[src/rtl/i2c_slave_regif.sv]
// I2C target bridging a 7-bit-addressed bus to a byte-wide register port.
// Each transaction is: address+R/W, register byte, then one write byte or a read burst.
`timescale 1ns/1ps
module i2c_slave_regif #(
  parameter logic [6:0] SLAVE_ID    = 7'b0000101,
  parameter int         SYNC_STAGES = 2
) (
  input  logic       CLK,
  input  logic       Reset,
  input  logic       SCL,
  input  logic       iSDA,
  output logic       oSDA,
  output logic [7:0] reg_addr,
  output logic [7:0] reg_wdata,
  output logic       reg_we,
  output logic       reg_re,
  input  logic [7:0] reg_rdata,
  output logic       busy,
  output logic       id_err
);

  typedef enum logic [3:0] {
    IDLE, ADDR, ADDR_ACK, REG, REG_ACK, WDATA, WDATA_ACK, RDATA, RDATA_ACK, WAIT_STOP
  } state_t;

  state_t state, state_n;

  logic [SYNC_STAGES-1:0] scl_sync, sda_sync;
  logic scl_s, sda_s, scl_d, sda_d;
  logic scl_rise, scl_fall, start_det, stop_det;

  logic [2:0] cnt, cnt_n;
  logic [7:0] rx_shift, rx_shift_n, tx_shift, tx_shift_n, rx_byte;
  logic       rw, rw_n, phase, phase_n, load_pend;
  logic       osda_n, reg_we_n, reg_re_n, busy_n, id_err_n;
  logic [7:0] reg_addr_n, reg_wdata_n;

  assign scl_s     = scl_sync[SYNC_STAGES-1];
  assign sda_s     = sda_sync[SYNC_STAGES-1];
  assign scl_rise  = scl_s & ~scl_d;
  assign scl_fall  = ~scl_s & scl_d;
  // Requiring SCL high on both samples keeps START/STOP disjoint from SCL edges.
  assign start_det = scl_s & scl_d & sda_d & ~sda_s;
  assign stop_det  = scl_s & scl_d & ~sda_d & sda_s;
  assign rx_byte   = {rx_shift[6:0], sda_s};

  // NOTE: every register here updates with <= so all flops see the same pre-edge values.
  always_ff @(posedge CLK) begin
    // NOTE: sync flops reset to the idle-bus level (1) so reset itself creates no edge.
    if (Reset) begin
      scl_sync  <= '1;
      sda_sync  <= '1;
      scl_d     <= 1'b1;
      sda_d     <= 1'b1;
      state     <= IDLE;
      cnt       <= '0;
      rx_shift  <= '0;
      tx_shift  <= '0;
      rw        <= 1'b0;
      phase     <= 1'b0;
      load_pend <= 1'b0;
      oSDA      <= 1'b1;
      reg_addr  <= '0;
      reg_wdata <= '0;
      reg_we    <= 1'b0;
      reg_re    <= 1'b0;
      busy      <= 1'b0;
      id_err    <= 1'b0;
    end else begin
      scl_sync  <= {scl_sync[SYNC_STAGES-2:0], SCL};
      sda_sync  <= {sda_sync[SYNC_STAGES-2:0], iSDA};
      scl_d     <= scl_s;
      sda_d     <= sda_s;
      state     <= state_n;
      cnt       <= cnt_n;
      rx_shift  <= rx_shift_n;
      tx_shift  <= tx_shift_n;
      rw        <= rw_n;
      phase     <= phase_n;
      load_pend <= reg_re;
      oSDA      <= osda_n;
      reg_addr  <= reg_addr_n;
      reg_wdata <= reg_wdata_n;
      reg_we    <= reg_we_n;
      reg_re    <= reg_re_n;
      busy      <= busy_n;
      id_err    <= id_err_n;
    end
  end

  always_comb begin
    // NOTE: every output of this block gets a default first, so no path can infer a latch.
    state_n     = state;
    cnt_n       = cnt;
    rx_shift_n  = rx_shift;
    tx_shift_n  = load_pend ? reg_rdata : tx_shift;
    rw_n        = rw;
    phase_n     = phase;
    osda_n      = oSDA;
    reg_addr_n  = reg_addr;
    reg_wdata_n = reg_wdata;
    reg_we_n    = 1'b0;
    reg_re_n    = 1'b0;
    busy_n      = busy;
    id_err_n    = id_err;

    // phase marks the second half of an ACK slot (ACK being driven or read burst pending).
    unique case (state)
      IDLE, WAIT_STOP: ;
      ADDR, REG, WDATA: begin
        if (scl_rise) begin
          rx_shift_n = rx_byte;
          cnt_n      = cnt + 3'd1;
          if (cnt == 3'd7) begin
            phase_n = 1'b0;
            unique case (state)
              ADDR: begin
                rw_n    = sda_s;
                state_n = ADDR_ACK;
              end
              REG: begin
                reg_addr_n = rx_byte;
                reg_re_n   = rw;
                state_n    = REG_ACK;
              end
              default: state_n = WDATA_ACK;
            endcase
          end
        end
      end
      ADDR_ACK: begin
        if (scl_fall) begin
          if (phase) begin
            osda_n  = 1'b1;
            phase_n = 1'b0;
            state_n = REG;
          end else if (rx_shift[7:1] == SLAVE_ID) begin
            osda_n  = 1'b0;
            busy_n  = 1'b1;
            phase_n = 1'b1;
          end else begin
            id_err_n = 1'b1;
            busy_n   = 1'b0;
            state_n  = WAIT_STOP;
          end
        end
      end
      REG_ACK: begin
        if (scl_fall) begin
          if (!phase) begin
            osda_n  = 1'b0;
            phase_n = 1'b1;
          end else begin
            phase_n = 1'b0;
            cnt_n   = '0;
            if (rw) begin
              osda_n     = tx_shift[7];
              tx_shift_n = {tx_shift[6:0], 1'b0};
              state_n    = RDATA;
            end else begin
              osda_n  = 1'b1;
              state_n = WDATA;
            end
          end
        end
      end
      WDATA_ACK: begin
        if (scl_fall) begin
          if (!phase) begin
            osda_n      = 1'b0;
            reg_we_n    = 1'b1;
            reg_wdata_n = rx_shift;
            phase_n     = 1'b1;
          end else begin
            osda_n  = 1'b1;
            phase_n = 1'b0;
            busy_n  = 1'b0;
            state_n = WAIT_STOP;
          end
        end
      end
      RDATA: begin
        if (scl_fall) begin
          if (cnt == 3'd7) begin
            osda_n  = 1'b1;
            cnt_n   = '0;
            phase_n = 1'b0;
            state_n = RDATA_ACK;
          end else begin
            osda_n     = tx_shift[7];
            tx_shift_n = {tx_shift[6:0], 1'b0};
            cnt_n      = cnt + 3'd1;
          end
        end
      end
      RDATA_ACK: begin
        if (!phase && scl_rise) begin
          if (!sda_s) begin
            reg_addr_n = reg_addr + 8'd1;
            reg_re_n   = 1'b1;
            phase_n    = 1'b1;
          end else begin
            busy_n  = 1'b0;
            state_n = WAIT_STOP;
          end
        end else if (phase && scl_fall) begin
          osda_n     = tx_shift[7];
          tx_shift_n = {tx_shift[6:0], 1'b0};
          cnt_n      = '0;
          phase_n    = 1'b0;
          state_n    = RDATA;
        end
      end
      default: state_n = IDLE;
    endcase

    if (stop_det) begin
      state_n  = IDLE;
      cnt_n    = '0;
      phase_n  = 1'b0;
      osda_n   = 1'b1;
      busy_n   = 1'b0;
      reg_we_n = 1'b0;
      reg_re_n = 1'b0;
    end else if (start_det) begin
      state_n  = ADDR;
      cnt_n    = '0;
      phase_n  = 1'b0;
      osda_n   = 1'b1;
      reg_we_n = 1'b0;
      reg_re_n = 1'b0;
    end
  end

endmodule

[config.mk]
export PLATFORM = sky130hd
export DESIGN_NAME = i2c_slave_regif
export DESIGN_NICKNAME = d
export VERILOG_FILES = /design/src/rtl/i2c_slave_regif.sv
export SDC_FILE = /design/constraint.sdc
export NUM_CORES = 1
export LEC_CHECK = 0
export BUFFER_PORTS_ARGS = -buffer_cell sky130_fd_sc_hd__buf_2
export CAP_MARGIN = 0
export CORE_MARGIN = 3
export CORE_UTILIZATION = 58
export CTS_CLUSTER_SIZE = 10
export DETAILED_ROUTE_END_ITERATION = 10
export HOLD_SLACK_MARGIN = 0.12
export MAX_ROUTING_LAYER = met4
export PLACE_DENSITY = 0.8
export SYNTH_ARGS = -nofsm -noshare
export SYNTH_HDL_FRONTEND = slang
export SYNTH_SLANG_ARGS = --single-unit
[constraint.sdc]
create_clock -name CLK -period 2.17 [get_ports CLK]
set_input_delay 0.434 -clock CLK [delete_from_list [all_inputs] [get_ports CLK]]
set_output_delay 0.434 -clock CLK [all_outputs]
set_load 0.02 [all_outputs]
# --- Yosys cells after proc, flatten, opt, wreduce, memory -nomap -nowiden ---
# Cells that the tools add are included.
word_totals:
  output_inout_bits: 21
  register_bits: 53
  input_bits: 12
classes:
  n_reduce_logical: 26
  n_bitwise: 16
  n_mux: 79
  eq_ne: 46
  add_sub_neg: 2
ops:
  columns: ["cell", "n"]
  rows:
  - ["$mux 8", 13]
  - ["$mux 4", 14]
  - ["$ne 3x3->1 const B", 14]
  - ["$mux 1", 35]
  - ["$ne 2x2->1 const B", 17]
  - ["$pmux 4 s7", 1]
  - ["$reduce_and 13->1", 2]
  - ["$pmux 8 s3", 1]
  - ["$mux 3", 7]
  - ["$reduce_and 7->1", 3]
  - ["$eq 4x3->1 const B", 4]
  - ["$pmux 8 s2", 1]
  - ["$ne 4x4->1 const B", 3]
  - ["$pmux 3 s4", 1]
  - ["$pmux 1 s5", 2]
  - ["$reduce_bool 5->1", 2]
  - ["$not 1->1", 9]
  - ["$add 8x1->8 const B", 1]
  - ["$eq 4x2->1 const B", 2]
  - ["$eq 4x4->1 const B", 2]
  - ["$reduce_and 4->1", 2]
  - ["$reduce_and 8->1", 1]
  - ["$and 1x1->1", 7]
  - ["$eq 7x3->1 const B", 1]
  - ["other kinds (20)", 24]

# --- Depth between registers and ports, before layout ---
depth:
  word_depth: 7
  depth_mapped: 7
  depth_no_buf: 6

# --- Least setup slack after synthesis ---
# Ideal clock, no wire load.
synth_timing:
  path_kind: "reg-to-reg"
  startpoint: "register state[0]"
  endpoint: "register oSDA"
  path_stages_with_launch: 7
  arrival_ns: 1.666
  path_slack_ns: 0.432
  synth_period_minus_slack_ns: 1.738
  setup_ns: 0.072
  n_path_buf: 1
  required_time_ns: 2.098
  cell_sequence: "dfxtp_1 > or4b_4 > buf_6 > o21ai_2 > nor2_1 > a2111oi_2 > mux2i_1"
synth_via:
  elab_chain_len: 3
synth_lines:
  columns: ["element", "line", "text"]
  rows:
  - ["start: declaration", "26", "state_t state, state_n;"]
  - ["start signal: assignment", "74", "state <= state_n;"]
  - ["$eq 4x2->1, or another cell as far along", "108", "unique case (state)"]
  - ["$ne 3x3->1 (no source line), or another cell as far along", null, null]
  - ["$reduce_and 8->1 (no source line)", null, null]
  - ["end signal: assignment", "81", "oSDA <= osda_n;"]
  - ["end: declaration", "12", "output logic oSDA,"]
# Several ways; a longest one is shown, not always the timed one.
# A chain may end at the register's enable or synchronous reset.

# --- Worst setup path after layout ---
layout_timing:
  startpoint: "register state[3]"
  endpoint: "register cnt[0]"
layout_via:
  elab_chain_len: 4
layout_lines:
  columns: ["element", "line", "text"]
  rows:
  - ["$eq 4x2->1, or another cell as far along", "108", null]
  - ["$reduce_or 3->1", "108", null]
  - ["$reduce_bool 4->1 (no source line) or $ne 2x2->1 (tied branches)", null, null]
  - ["$reduce_and 7->1 (no source line)", null, null]
  - ["end signal: assignment", "75", "cnt <= cnt_n;"]
  - ["end: declaration", "32", "logic [2:0] cnt, cnt_n;"]
# Several ways; a longest one is shown, not always the timed one.

==> reports/results.ini <==
[grt]
track_usage_pct = 24.80
grt_pass1_wl_um = 11520
antenna_found_initial = 0
overflow = 0
grt_max_degree = 50
grt_pass1_vias = 2412

[final_layout]
layout-drive-gt1-share_pct = 23.86
final_util_pct = 68.58
seqCellArea_um2 = 1061
fillers = 415
multi_input_comb_area_um2 = 1682
syn_to_final_growth_pct = 13.50
diodes = 0
nNetsFinal = 388

[cts]
cts_hold_buffers = 0
cts_tree = yes
clk_pin_slew_ns = 0.10
htree_levels = 2
cts.sinks = 53
cts_buffers = 5
root_buffer = clkbuf_8
cts.repair.resized = 0
clk_latency_ns = 0.31
cts_setup_buffers = 0
cts.path.max_buffers = 2

[timing]
worst_slack_ns = 0.1563
setup_viol = 0
tns_ns = 0
max_slew_margin_pct = 66.66
fmax_ghz = 0.4966
post-route-period-util_pct = 92.80
tightest_slew_ns = 0.4995
hold_viol_final = 0
slew_viol_final = 0
rsz0062_at_grt = no
period_needed_ns = 2.014
clock-skew-final_ns = 0.007616

[die]
dieWidth_um = 76.61
io_pins = 33
initial_core_util_pct = 60.42
core_um2 = 4786
die_area_um2 = 5868
die_height_um = 76.61
std_cell_rows = 25

[placement]
place_hpwl_um = 4920
dp_slack_ns = 0.1991
gp_congestion = 0.9808
io_buffers = 32

[synthesis]
synth-edff-count = 0
synth_cell_types = 69
synth_top_area_share_pct = 36.69
synth.most_common_cell = dfxtp_1
synth_seq_cells = 53
netlist_instances = 335
yosysSeqAreaShare_pct = 36.69
synth_area_leaders = dfxtp_1, mux2i_1, nor2_1
syn_nets = 350
syn_area_per_cell_um2 = 8.631
syn_area_um2 = 2892
yosysTopAreaCell = dfxtp_1
ys.flop_type = dfxtp_1
synth-async-reset-ratio_pct = 0
netlist_top_cells_count = dfxtp_1, nor2_1, a21oi_1, mux2i_1, nand2_1
ys_warn_count = 0

[route]
drcViolationCount = 0
wl_um = 6626
routedWlPerCell_um = 15.06
avgViaCountPerCell = 5.832
drt_iter0_markers = 194
drtPass1Iterations = 4
postRouteAntennaNets = 0
num_vias = 2566

[run_status]
status = complete, no violations

[setup_path]
cp_data_arrival_time_ns = 2.26
cp-end-kind = register
critPathLaunchType = register
max_stage_delay_ns = 0.66
worst-path-max-fanout = 21
worstPathCellList = or4b_4, o21a_4, or4b_1, a21oi_1
cp_slowest_cell = or4b_4
path_class = reg2reg
required_ns = 2.41

[run]
max_cap_violations = 0

[power_and_ir_drop]
power_density_nw_per_um2 = 534.4
peakVddDrop_uv = 334.1
leakagePower_nw = 1.297

[hold_path]
worstHoldPathType = in2reg

-- kinds of logic after synthesis --
| kind of cell | after synthesis | share of synthesized area (%) |
|---|---|---|
| AO/OA/AOI/OAI | 86 | 21.76 |
| XOR/XNOR | 4 | 1.212 |
| adder cells (fa/ha/maj) | 3 | 1.298 |
| buffers and inverters | 29 | 5.150 |
| flip-flops | 53 | 36.69 |
| multiplexers | 27 | 9.347 |
| AND/OR/NAND/NOR | 133 | 24.54 |
-- routing by layer --
layer | part of all wire [%] | up-vias | track usage, % | wire length [um]
met5 | 0 | - | - | 0
met4 | 2.6 | 0 | 10.51 | 173
met3 | 4.8 | 15 | 3.783 | 321
met2 | 49 | 71 | 41.04 | 3271
met1 | 43 | 1201 | 30.11 | 2859
li1 | - | 1279 | - | -
-- worst max-delay path: cells and delay by family (launching register included) --
kind             cells  cell delay (ns)
AO/OA/AOI/OAI        2             0.31
flip-flops           1             0.49
AND/OR/NAND/NOR      2             1.15
-- worst paths after layout --
| kind | endpoint | slack, ns | from | depth (start not counted) |
|---|---|---|---|---|
| min reg2reg | sda_sync[1]$_SDFF_PP1_ | 0.42 | sda_sync[0]$_SDFF_PP1_ | 1 |
| max | cnt[0]$_SDFFE_PP0P_ | 0.16 | state[3]$_SDFFE_PP0P_ | 4 |
| max reg2reg | cnt[0]$_SDFFE_PP0P_ | 0.16 | state[3]$_SDFFE_PP0P_ | 4 |
| min | sda_sync[0]$_SDFF_PP1_ | 0.30 | iSDA | 2 |
-- registers in the layout, indices dropped and copies added (netlist names), 2 cells and up --
name / count
reg_addr: 8
rx_shift: 8
cnt: 3
reg_wdata: 8
scl_sync: 2
state: 4
tx_shift: 8
sda_sync: 2
-- cell type report --
cell class	count	share of cell area, %
flip-flops and latches	53	32.33
multi-input cells	253	51.24
well taps	67	2.554
clock buffers	5	2.097
repair buffers	54	9.912
clock inverters	2	1.182
inverters	6	0.6862
-- report_power, final --
group          leakage, nW  switching [mW]  internal (mW)  total, mW
combinational        0.814          0.0622         0.0456      0.108
sequential           0.428         0.00997          0.979      0.989
clock               0.0546           0.315          0.342      0.657
total                 1.30           0.387           1.37       1.75
-- per-stage QoR --
| step | hold WS (ns) | std cells | power (mW) | cell area [um2] |
|---|---|---|---|---|
| 6_report | 0.2995 | 440 | 1.754 | 3282 |
| 3_3_place_gp | 0.3945 | 433 | 1.117 | 3174 |
| 2_1_floorplan | 0.3895 | 335 | 1.083 | 2892 |
| 5_1_grt | 0.2990 | 440 | 1.818 | 3282 |
| 3_5_place_dp | 0.3975 | 433 | 1.119 | 3174 |
| 4_1_cts | 0.2943 | 440 | 1.770 | 3282 |
-- cell usage in the layout, fill, tap and decap left out, drive strengths merged, types with 5 or more instances in the layout --
| master | n |
|---|---|
| a21oi | 29 |
| a211oi | 7 |
| nor3 | 11 |
| o32ai | 5 |
| mux2i | 27 |
| dfxtp | 53 |
| o21ai | 14 |
| nor2 | 39 |
| nand2 | 23 |
| inv | 7 |
| nand2b | 13 |
| clkbuf | 5 |
| buf | 54 |
| nor2b | 8 |
| or2 | 11 |
Note: power is estimated with default switching activity, not from simulation.
